**src/rtl/ibex_pkg.sv**
```systemverilog
// Shared types for the register-file write path.
package ibex_pkg;

  typedef enum logic [1:0] {
    RF_WR_SRC_NONE = 2'd0,
    RF_WR_SRC_LSU  = 2'd1,
    RF_WR_SRC_ID   = 2'd2,
    RF_WR_SRC_AUX  = 2'd3
  } rf_wr_src_e;

  typedef struct packed {
    logic [4:0]  waddr;
    logic [31:0] wdata;
  } rf_wr_req_t;

  localparam int unsigned RfWrReqW = $bits(rf_wr_req_t);

endpackage

```
**src/rtl/ibex_rf_wr_aux_fifo.sv**
```systemverilog
// Small FIFO buffering late auxiliary register-file writes.
module ibex_rf_wr_aux_fifo #(
  parameter int unsigned Depth = 2,
  parameter int unsigned Width = 37
) (
  input  logic             clk_i,
  input  logic             rst_ni,
  input  logic             push_i,
  input  logic [Width-1:0] wdata_i,
  input  logic             pop_i,
  output logic [Width-1:0] rdata_o,
  output logic             full_o,
  output logic             empty_o
);

  localparam int unsigned PtrW = (Depth > 1) ? $clog2(Depth) : 1;
  localparam int unsigned CntW = $clog2(Depth + 1);

  logic [PtrW-1:0]  wr_ptr_q, rd_ptr_q;
  logic [CntW-1:0]  cnt_q;
  logic [Width-1:0] mem_q [Depth];

  function automatic logic [PtrW-1:0] ptr_inc(input logic [PtrW-1:0] p);
    return (p == PtrW'(Depth - 1)) ? '0 : p + 1'b1;
  endfunction

  always_ff @(posedge clk_i or negedge rst_ni) begin
    if (!rst_ni) begin
      wr_ptr_q <= '0;
      rd_ptr_q <= '0;
      cnt_q    <= '0;
    end else begin
      if (push_i) wr_ptr_q <= ptr_inc(wr_ptr_q);
      if (pop_i)  rd_ptr_q <= ptr_inc(rd_ptr_q);
      case ({push_i, pop_i})
        2'b10:   cnt_q <= cnt_q + CntW'(1);
        2'b01:   cnt_q <= cnt_q - CntW'(1);
        default: cnt_q <= cnt_q;
      endcase
    end
  end

  // Payload storage is deliberately left unreset; validity comes from cnt_q.
  always_ff @(posedge clk_i) begin
    if (push_i) mem_q[wr_ptr_q] <= wdata_i;
  end

  assign rdata_o = mem_q[rd_ptr_q];
  assign full_o  = (cnt_q == CntW'(Depth));
  assign empty_o = (cnt_q == '0);

`ifndef SYNTHESIS
  a_no_push_full: assert property (@(posedge clk_i) disable iff (!rst_ni) push_i |-> !full_o);
  a_no_pop_empty: assert property (@(posedge clk_i) disable iff (!rst_ni) pop_i |-> !empty_o);
`endif

endmodule

```
**src/rtl/ibex_rf_wr_arbiter.sv**
```systemverilog
// Arbitrates the register-file write port between LSU, ID/EX and a buffered
// auxiliary unit, and tracks outstanding auxiliary writes per register.
module ibex_rf_wr_arbiter
  import ibex_pkg::*;
#(
  parameter int unsigned AuxDepth    = 2,
  parameter int unsigned StarveLimit = 4
) (
  input  logic        clk_i,
  input  logic        rst_ni,
  input  logic        lsu_we_i,
  input  logic [4:0]  lsu_waddr_i,
  input  logic [31:0] lsu_wdata_i,
  input  logic        id_we_i,
  input  logic [4:0]  id_waddr_i,
  input  logic [31:0] id_wdata_i,
  output logic        id_ready_o,
  input  logic        aux_issue_i,
  input  logic [4:0]  aux_issue_waddr_i,
  input  logic        aux_valid_i,
  input  logic [4:0]  aux_waddr_i,
  input  logic [31:0] aux_wdata_i,
  output logic        aux_ready_o,
  output logic        rf_we_o,
  output logic [4:0]  rf_waddr_o,
  output logic [31:0] rf_wdata_o,
  output logic [1:0]  rf_wr_src_o,
  output logic [31:0] aux_pending_o,
  output logic        aux_starved_o
);

  localparam int unsigned StarveW = $clog2(StarveLimit + 1);

  logic               fifo_full, fifo_empty, fifo_push, fifo_pop;
  logic [RfWrReqW-1:0] fifo_wdata, fifo_rdata;
  rf_wr_req_t         head;
  rf_wr_src_e         wr_src;
  logic               grant_aux;
  logic [StarveW-1:0] wait_q;
  logic [31:0]        pending_q, pending_d;

  assign fifo_wdata = {aux_waddr_i, aux_wdata_i};
  assign fifo_push  = aux_valid_i & aux_ready_o;
  assign fifo_pop   = grant_aux;
  assign head       = fifo_rdata;

  ibex_rf_wr_aux_fifo #(
    .Depth (AuxDepth),
    .Width (RfWrReqW)
  ) u_aux_fifo (
    .clk_i   (clk_i),
    .rst_ni  (rst_ni),
    .push_i  (fifo_push),
    .wdata_i (fifo_wdata),
    .pop_i   (fifo_pop),
    .rdata_o (fifo_rdata),
    .full_o  (fifo_full),
    .empty_o (fifo_empty)
  );

  assign aux_ready_o   = ~fifo_full;
  assign aux_starved_o = ~fifo_empty & (wait_q >= StarveW'(StarveLimit));
  assign id_ready_o    = ~lsu_we_i & ~aux_starved_o;

  // LSU can never stall, so it outranks a starved auxiliary head.
  always_comb begin
    wr_src     = RF_WR_SRC_NONE;
    grant_aux  = 1'b0;
    rf_waddr_o = '0;
    rf_wdata_o = '0;
    if (lsu_we_i) begin
      wr_src     = RF_WR_SRC_LSU;
      rf_waddr_o = lsu_waddr_i;
      rf_wdata_o = lsu_wdata_i;
    end else if (aux_starved_o) begin
      wr_src     = RF_WR_SRC_AUX;
      grant_aux  = 1'b1;
      rf_waddr_o = head.waddr;
      rf_wdata_o = head.wdata;
    end else if (id_we_i) begin
      wr_src     = RF_WR_SRC_ID;
      rf_waddr_o = id_waddr_i;
      rf_wdata_o = id_wdata_i;
    end else if (!fifo_empty) begin
      wr_src     = RF_WR_SRC_AUX;
      grant_aux  = 1'b1;
      rf_waddr_o = head.waddr;
      rf_wdata_o = head.wdata;
    end
  end

  assign rf_we_o     = (wr_src != RF_WR_SRC_NONE) & (rf_waddr_o != 5'd0);
  assign rf_wr_src_o = wr_src;

  always_ff @(posedge clk_i or negedge rst_ni) begin
    if (!rst_ni) begin
      wait_q <= '0;
    end else if (fifo_empty || fifo_pop) begin
      wait_q <= '0;
    end else if (wait_q < StarveW'(StarveLimit)) begin
      wait_q <= wait_q + StarveW'(1);
    end
  end

  // A new issue to the register being retired this cycle must stay pending.
  always_comb begin
    pending_d = pending_q;
    if (grant_aux)   pending_d[head.waddr] = 1'b0;
    if (aux_issue_i) pending_d[aux_issue_waddr_i] = 1'b1;
    pending_d[0] = 1'b0;
  end

  always_ff @(posedge clk_i or negedge rst_ni) begin
    if (!rst_ni) pending_q <= '0;
    else         pending_q <= pending_d;
  end

  assign aux_pending_o = pending_q;

`ifndef SYNTHESIS
  a_issue_not_pending: assert property (@(posedge clk_i) disable iff (!rst_ni)
    (aux_issue_i && aux_issue_waddr_i != 5'd0) |->
      (!pending_q[aux_issue_waddr_i] || (grant_aux && head.waddr == aux_issue_waddr_i)));
  a_aux_hold: assert property (@(posedge clk_i) disable iff (!rst_ni)
    (aux_valid_i && !aux_ready_o) |=>
      (aux_valid_i && $stable(aux_waddr_i) && $stable(aux_wdata_i)));
  c_lsu_vs_starved_full: cover property (@(posedge clk_i) disable iff (!rst_ni)
    lsu_we_i && fifo_full && aux_starved_o);
`endif

endmodule

```
**config.mk**
```make
export PLATFORM = sky130hd
export DESIGN_NAME = ibex_rf_wr_arbiter
export DESIGN_NICKNAME = d
export VERILOG_FILES = /design/src/rtl/ibex_pkg.sv /design/src/rtl/ibex_rf_wr_aux_fifo.sv /design/src/rtl/ibex_rf_wr_arbiter.sv
export SDC_FILE = /design/constraint.sdc
export NUM_CORES = 1
export LEC_CHECK = 0
export CORE_MARGIN = 2
export CORE_UTILIZATION = 47
export DETAILED_ROUTE_END_ITERATION = 10
export GPL_TIMING_DRIVEN = 0
export PLACE_DENSITY = 0.91
export SLEW_MARGIN = 20
export SYNTH_ARGS = -nofsm -noshare
export SYNTH_HDL_FRONTEND = slang
export SYNTH_HIERARCHICAL = 1
export SYNTH_SLANG_ARGS = --single-unit
```
**constraint.sdc**
```tcl
create_clock -name clk_i -period 5.3 [get_ports clk_i]
set_input_delay 0.795 -clock clk_i [delete_from_list [all_inputs] [get_ports clk_i]]
set_output_delay 0.795 -clock clk_i [all_outputs]
set_load 0.05 [all_outputs]
```
* Word-level counts from Yosys, hierarchy flattened *
Memory sizes are Yosys's and may differ from the RTL's.
Index checks and enable logic that the tools add are counted.

storage, ports and cells
  register bits = 38
  memory bits (writable) = 74
  input bits = 122
  output and inout bits = 75
  logic and storage cells = 68
  memories kept = 1

operators by class
  $add $sub $neg = 5
  $lt $le $gt $ge = 6
  eq/ne operators = 3
  mux-type cells = 29
  bitwise gates (word level) = 11
  reduce and logical (&&, ||, !) cells = 8

memories
  memory            words  width  read ports  clocked after memory_dff  write ports  RTL line                   text
  u_aux_fifo.mem_q  2      37     1           0                         1            ibex_rf_wr_aux_fifo.sv:21  logic [Width-1:0] mem_q [Depth];

operators by type and width
  kind                 count
  $mux 32              6
  $and 32x32->32       1
  $not 32->32          1
  $or 32x32->32        1
  $mux 5               4
  $lt 5x6->1 const B   2
  $demux 1 s5          2
  $ge 5x1->1 const B   2
  $mux 1               10
  $mux 2               4
  $mux 3               2
  $reduce_bool 2->1    3
  $reduce_bool 5->1    1
  $and 1x1->1          4
  $eq 2x2->1 const B   2
  $not 1->1            4
  $pmux 2 s2           1
  $add 3x1->3 const B  1
  $ge 3x3->1 const B   1
  $lt 3x3->1 const B   1
  $add 1x1->1 const B  2
  $add 2x1->2 const B  1
  $eq 2x1->1 const B   1
  $logic_and 1x1->1    2
  other kinds (3)      3

* Longest topological paths before layout *
An unclocked memory read counts as a cell.

  word-level depth = 10
  mapped depth = 8
  mapped depth without buffers = 7

* Hierarchy *
The synthesis kept the hierarchy.

by module, submodules not included
  module               times used  cells each  area each (sq um)  seq. area each (sq um)
  ibex_rf_wr_aux_fifo  1           131         2,936.6            2,322.2
  ibex_rf_wr_arbiter   1           242         2,092.0            850.8

* Worst setup path before layout *
Ideal clock, no wire load.

  path type = input-to-output
  start point = in lsu_we_i
  end point = out rf_we_o
  data arrival time = 2.320 ns
  data required time = 4.505 ns
  setup slack = 2.185 ns
  stages = 5
  buffers on the path = 1
  path through = buf_2 nor3_2 a22oi_1 nand2_1 or3_1

on the way
  word-level cells in the longest chain between the ends = 3
  elaborated cells between the ends (all ways) = 5
  those cells by class = mux: 2; bitwise: 1; reduce/logical: 2

ends and longest elaborated chain
  element            RTL line                  text
  start, declared    ibex_rf_wr_arbiter.sv:11  input logic lsu_we_i,
  $mux 5             ibex_rf_wr_arbiter.sv:71  if (lsu_we_i) begin
  net rf_waddr_o[1]  ibex_rf_wr_arbiter.sv:25  output logic [4:0] rf_waddr_o,
  $reduce_bool 5->1  ibex_rf_wr_arbiter.sv:92  assign rf_we_o = (wr_src != RF_WR_SRC_NONE) & (rf_waddr_o != 5'd0);
  $and 1x1->1        ibex_rf_wr_arbiter.sv:92
  end, declared      ibex_rf_wr_arbiter.sv:24  output logic rf_we_o,

The timed path passes the listed nets, and every way through them passes these cells.

* Final worst setup path *
  start point = in id_we_i
  end point = out rf_wdata_o[5]

on the way
  word-level cells in the longest chain between the ends = 3

ends and longest elaborated chain
  element          RTL line                  text
  start, declared  ibex_rf_wr_arbiter.sv:14  input logic id_we_i,
  $mux 32          ibex_rf_wr_arbiter.sv:80  end else if (id_we_i) begin
  $mux 32          ibex_rf_wr_arbiter.sv:75  end else if (aux_starved_o) begin
  $mux 32          ibex_rf_wr_arbiter.sv:71
  end, declared    ibex_rf_wr_arbiter.sv:26  output logic [31:0] rf_wdata_o,

No other way between the ends.

==> metrics.md <==
| Metric | Value |
|---|---|
| Hold Path Class | `in -> async` |
| Synth Area in Compound Gates | `14.08%` |
| Post-DP HPWL | `11200 µm` |
| Synth Register Bits | `112` |
| Delay-heaviest family, CP | `buffers and inverters` |
| Sw frac | `43.68%` |
| Diode count | `0` |
| Crit path launch type | `primary input` |
| Xor and xnor fraction of the mapped netlist area | `0.8709%` |
| Chip Width | `107.4 µm` |
| CP Data Arrival Time | `3.65 ns` |
| Power Dens Cells | `552.5 mW/mm²` |
| Tcrit/Tclk final | `83.94%` |
| FF-to-FF path depth | `7` |
| RR Startpoint | `u_aux_fifo/cnt_q[0]$_DFFE_PN0P_` |
| Pint | `2.310 mW` |
| Layout cell share with drive strength beyond 1 | `13.14%` |
| I/O pins | `197` |
| Post-CTS Hold Buffers | `0` |
| Clock skew | `0.01152 ns` |
| Syn nets | `497` |
| Vias per cell | `5.825` |
| Vias in the first global route | `4517` |
| Fmax | `0.2248 GHz` |
| Synth Instances | `373` |
| Number of synthesized flops with an enable pin | `74` |
| First-pass GRT wire length | `23160 µm` |
| Starting Density | `48.49%` |
| Adder-Cell Fraction of Synth Area | `0.4976%` |
| GRT Total Usage | `26.69%` |
| Post-CTS Resized | `0` |
| CTS Root Cell | `clkbuf_8` |
| Slew Viols, Final | `0` |
| Later-pin clock latency in the skew report | `0.38 ns` |
| # Post-CTS Setup Buffers | `0` |
| Synth unique cells | `35` |
| Met3 usage | `8.656%` |
| CTS Buf Count | `9` |
| Remaining DRCs | `0` |
| Reg2reg end | `u_aux_fifo/cnt_q[1]$_DFFE_PN0P_` |
| CTS tree | `done` |
| Delay of the slowest critical-path stage | `0.83 ns` |
| Slew @ Worst Pin | `0.9340 ns` |
| Slowest-stage cell, CP | `clkdlybuf4s50_1` |
| Critical Path Stages | `7` |
| GRT busiest layer | `met2` |
| Number of iterations in the first detailed-routing pass | `10` |
| Sequential power share | `33.3%` |
| Routed vias | `4206` |
| Static leakage | `2.855 nW` |
| Crit path time final | `4.449 ns` |
| Port bufs | `194` |
| Max-Slew Margin vs Limit | `37.39%` |
| Max cap viols | `0` |
| CORE AREA | `0.01037 mm²` |
| Status | `complete, no violations` |
| Synth top area share | `44.19%` |
| Clock Power Share | `13.6%` |
| Logic pwr share | `53.1%` |
| FP Rows | `37` |
| Setup crit end | `rf_wdata_o[5]` |
| R2r setup slk | `2.90 ns` |
| Commonest cells post-synth | `74 x edfxtp_1, 58 x o21ai_0, 39 x inv_1` |
| Routed wire length | `15310 µm` |
| RSZ-0062 raised after global routing | `false` |
| Area contributors post-synth | `edfxtp_1 44%, dfrtp_1 19%, a222oi_1 6.8%` |
| Mean Syn Cell Area | `13.48 µm²` |
| Endpoints failing setup | `0` |
| Setup crit end kind | `output pin` |
| Pin count of the biggest net entering global routing | `32` |
| Die height | `107.4 µm` |
| Nets@finish | `705` |
| Initial antenna violation count | `0` |
| GRT overflow | `0` |
| Cell taking the most area after synthesis | `edfxtp_1` |
| Avg WL per Cell | `21.20 µm` |
| Placer's final routability congestion estimate | `0.8756` |
| Main synth FF type | `edfxtp_1` |
| Clock Path Buffers | `2` |
| Required time of the worst setup path | `4.51 ns` |
| Worst Setup SP | `id_we_i` |
| CP Class | `in -> out` |
| Largest family of logic cells by synthesized area | `compound AO/OA/AOI/OAI gates` |
| Min Hold Slack | `0.2924 ns` |
| Worst-path clk slew | `0.10 ns` |
| Met2 Track Usage GR | `47.69%` |
| Die area | `0.01154 mm²` |
| NetSw | `1.792 mW` |
| Post-synthesis mux area share | `9.779%` |
| CP bufs+invs | `5` |
| Syn Std Cell Area | `0.005029 mm²` |
| CTS sink cnt | `112` |
| Worst-path maximum fanout | `10` |
| CTS H-tree depth | `3` |
| Hold Vio Cnt, Final | `0` |
| Most common cell in the synthesized netlist | `edfxtp_1` |
| Area delta synth->final | `47.62%` |
| Final ANT Viol Nets | `0` |
| Post-Synth Simple-Gate Area | `6.370%` |
| Post-synthesis sequential area ratio | `63.10%` |
| Worst vdd rail ir drop | `0.0003773 V` |
| Async set or reset register ratio after synthesis | `33.93%` |
| TNS Setup | `0 ns` |
| Cell Chain, Critical Path | `clkdlybuf4s50_1 > inv_1 > nor3_2 > buf_2 > a222oi_1 > inv_1 > clkdlybuf4s50_1` |
| Warnings from Yosys | `6` |
| DRT iter0 DRCs | `364` |
| Met1 Track Usage GR | `29.71%` |
==> power by group through the flow <==
stage / clock, mW / sequential [mW] / combinational, mW
2_1_floorplan: 0 / 1.78 / 0.988
3_3_place_gp: 0 / 1.37 / 2.09
3_5_place_dp: 0 / 1.38 / 2.17
4_1_cts: 0.565 / 1.37 / 2.18
5_1_grt: 0.598 / 1.39 / 2.29
6_report: 0.558 / 1.37 / 2.18
==> worst register-to-register path: stages (launching register included) <==
cell and delay [ns]:
dfrtp_1 0.44, nor2_1 0.07, buf_2 0.18, nor3_4 0.43, clkbuf_1 0.53, ha_1 0.39, nor2_1 0.14, xor2_1 0.16
==> stage by stage <==
stage / instances / cell area (µm²) / worst slack [ns] / total power, mW / utilization [%]
floorplan: 373 / 5029 / 2.185 / 2.768 / -
finish: 722 / 7423 / 0.8513 / 4.102 / 71.59
detailed placement: 706 / 7204 / 0.9058 / 3.551 / 69.47
CTS: 722 / 7423 / 0.9021 / 4.109 / 71.59
global route: 722 / 7423 / 0.7364 / 4.279 / 71.59
global placement: 703 / 7141 / 0.8843 / 3.459 / 68.86
==> flip-flops by register name, indices dropped and copies added, names as in the netlist <==
signal               cells
u_aux_fifo/mem_q        74
u_aux_fifo/cnt_q         2
aux_pending_o           31
u_aux_fifo/wr_ptr_q      1
wait_q                   3
u_aux_fifo/rd_ptr_q      1
==> routing by layer <==
metal	share of wire, %	vias up
li1	-	1851
met1	35	2051
met2	53	280
met3	10	24
met4	1.8	0
met5	0	-
==> layout by cell type, fill, tap and decap left out, drive strengths merged <==
master	synthesis	routed
a222oi	34	34
conb	1	1
a21oi	1	1
o31ai	4	4
xnor2	2	2
buf	11	15
nor2b	4	4
clkbuf	10	19
clkinv	0	2
clkdlybuf4s50	0	193
a31oi	2	2
xor2	3	3
inv	39	40
or3b	4	4
nand3	6	6
nand4	2	2
nand3b	8	8
a22oi	3	3
nor3	4	4
edfxtp	74	74
o21ai	58	58
clkinvlp	0	2
ha	2	2
dfrtp	38	38
o21bai	1	1
nor2	11	11
bufinv	0	2
and2	1	1
nand2	9	9
nor3b	1	1
mux2	37	37
or3	3	3
==> kinds of logic (layout without fill, tap and decap cells) <==
logic type / count (synthesis) / in the layout
xor gates and xnor gates: 5 / 5
buffers and inverters: 60 / 273
other: 1 / 1
AOI/OAI and AO/OA: 103 / 103
and+or+nand+nor: 53 / 53
muxes: 37 / 37
adders and majority gates: 2 / 2
DFF: 112 / 112
==> final cells by class <==
type	count	area (µm²)
Buffer	21	116.4
Clock buffer	9	123.9
Clock inverter	7	95.09
Fill cell	690	2947
Inverter	39	146.4
Multi-Input combinational cell	201	1602
Sequential cell	112	3173
Tap cell	136	170.2
Timing Repair Buffer	197	1997
==> how the worst min path moves through the flow <==
stage                                          startpoint                               to  slack (ns)  cells past startpoint
final                                              rst_ni      aux_pending_o[15]$_DFF_PN0_        0.29                      1
after floorplan           u_aux_fifo/wr_ptr_q$_DFFE_PN0P_  u_aux_fifo/wr_ptr_q$_DFFE_PN0P_        0.46                      1
after global routing                               rst_ni      aux_pending_o[15]$_DFF_PN0_        0.28                      1
after CTS                                          rst_ni      aux_pending_o[15]$_DFF_PN0_        0.28                      1
after global placement    u_aux_fifo/wr_ptr_q$_DFFE_PN0P_  u_aux_fifo/wr_ptr_q$_DFFE_PN0P_        0.47                      1
after detailed placement  u_aux_fifo/cnt_q[1]$_DFFE_PN0P_  u_aux_fifo/cnt_q[1]$_DFFE_PN0P_        0.50                      1
No activity file was read; power rests on OpenSTA's default activity.
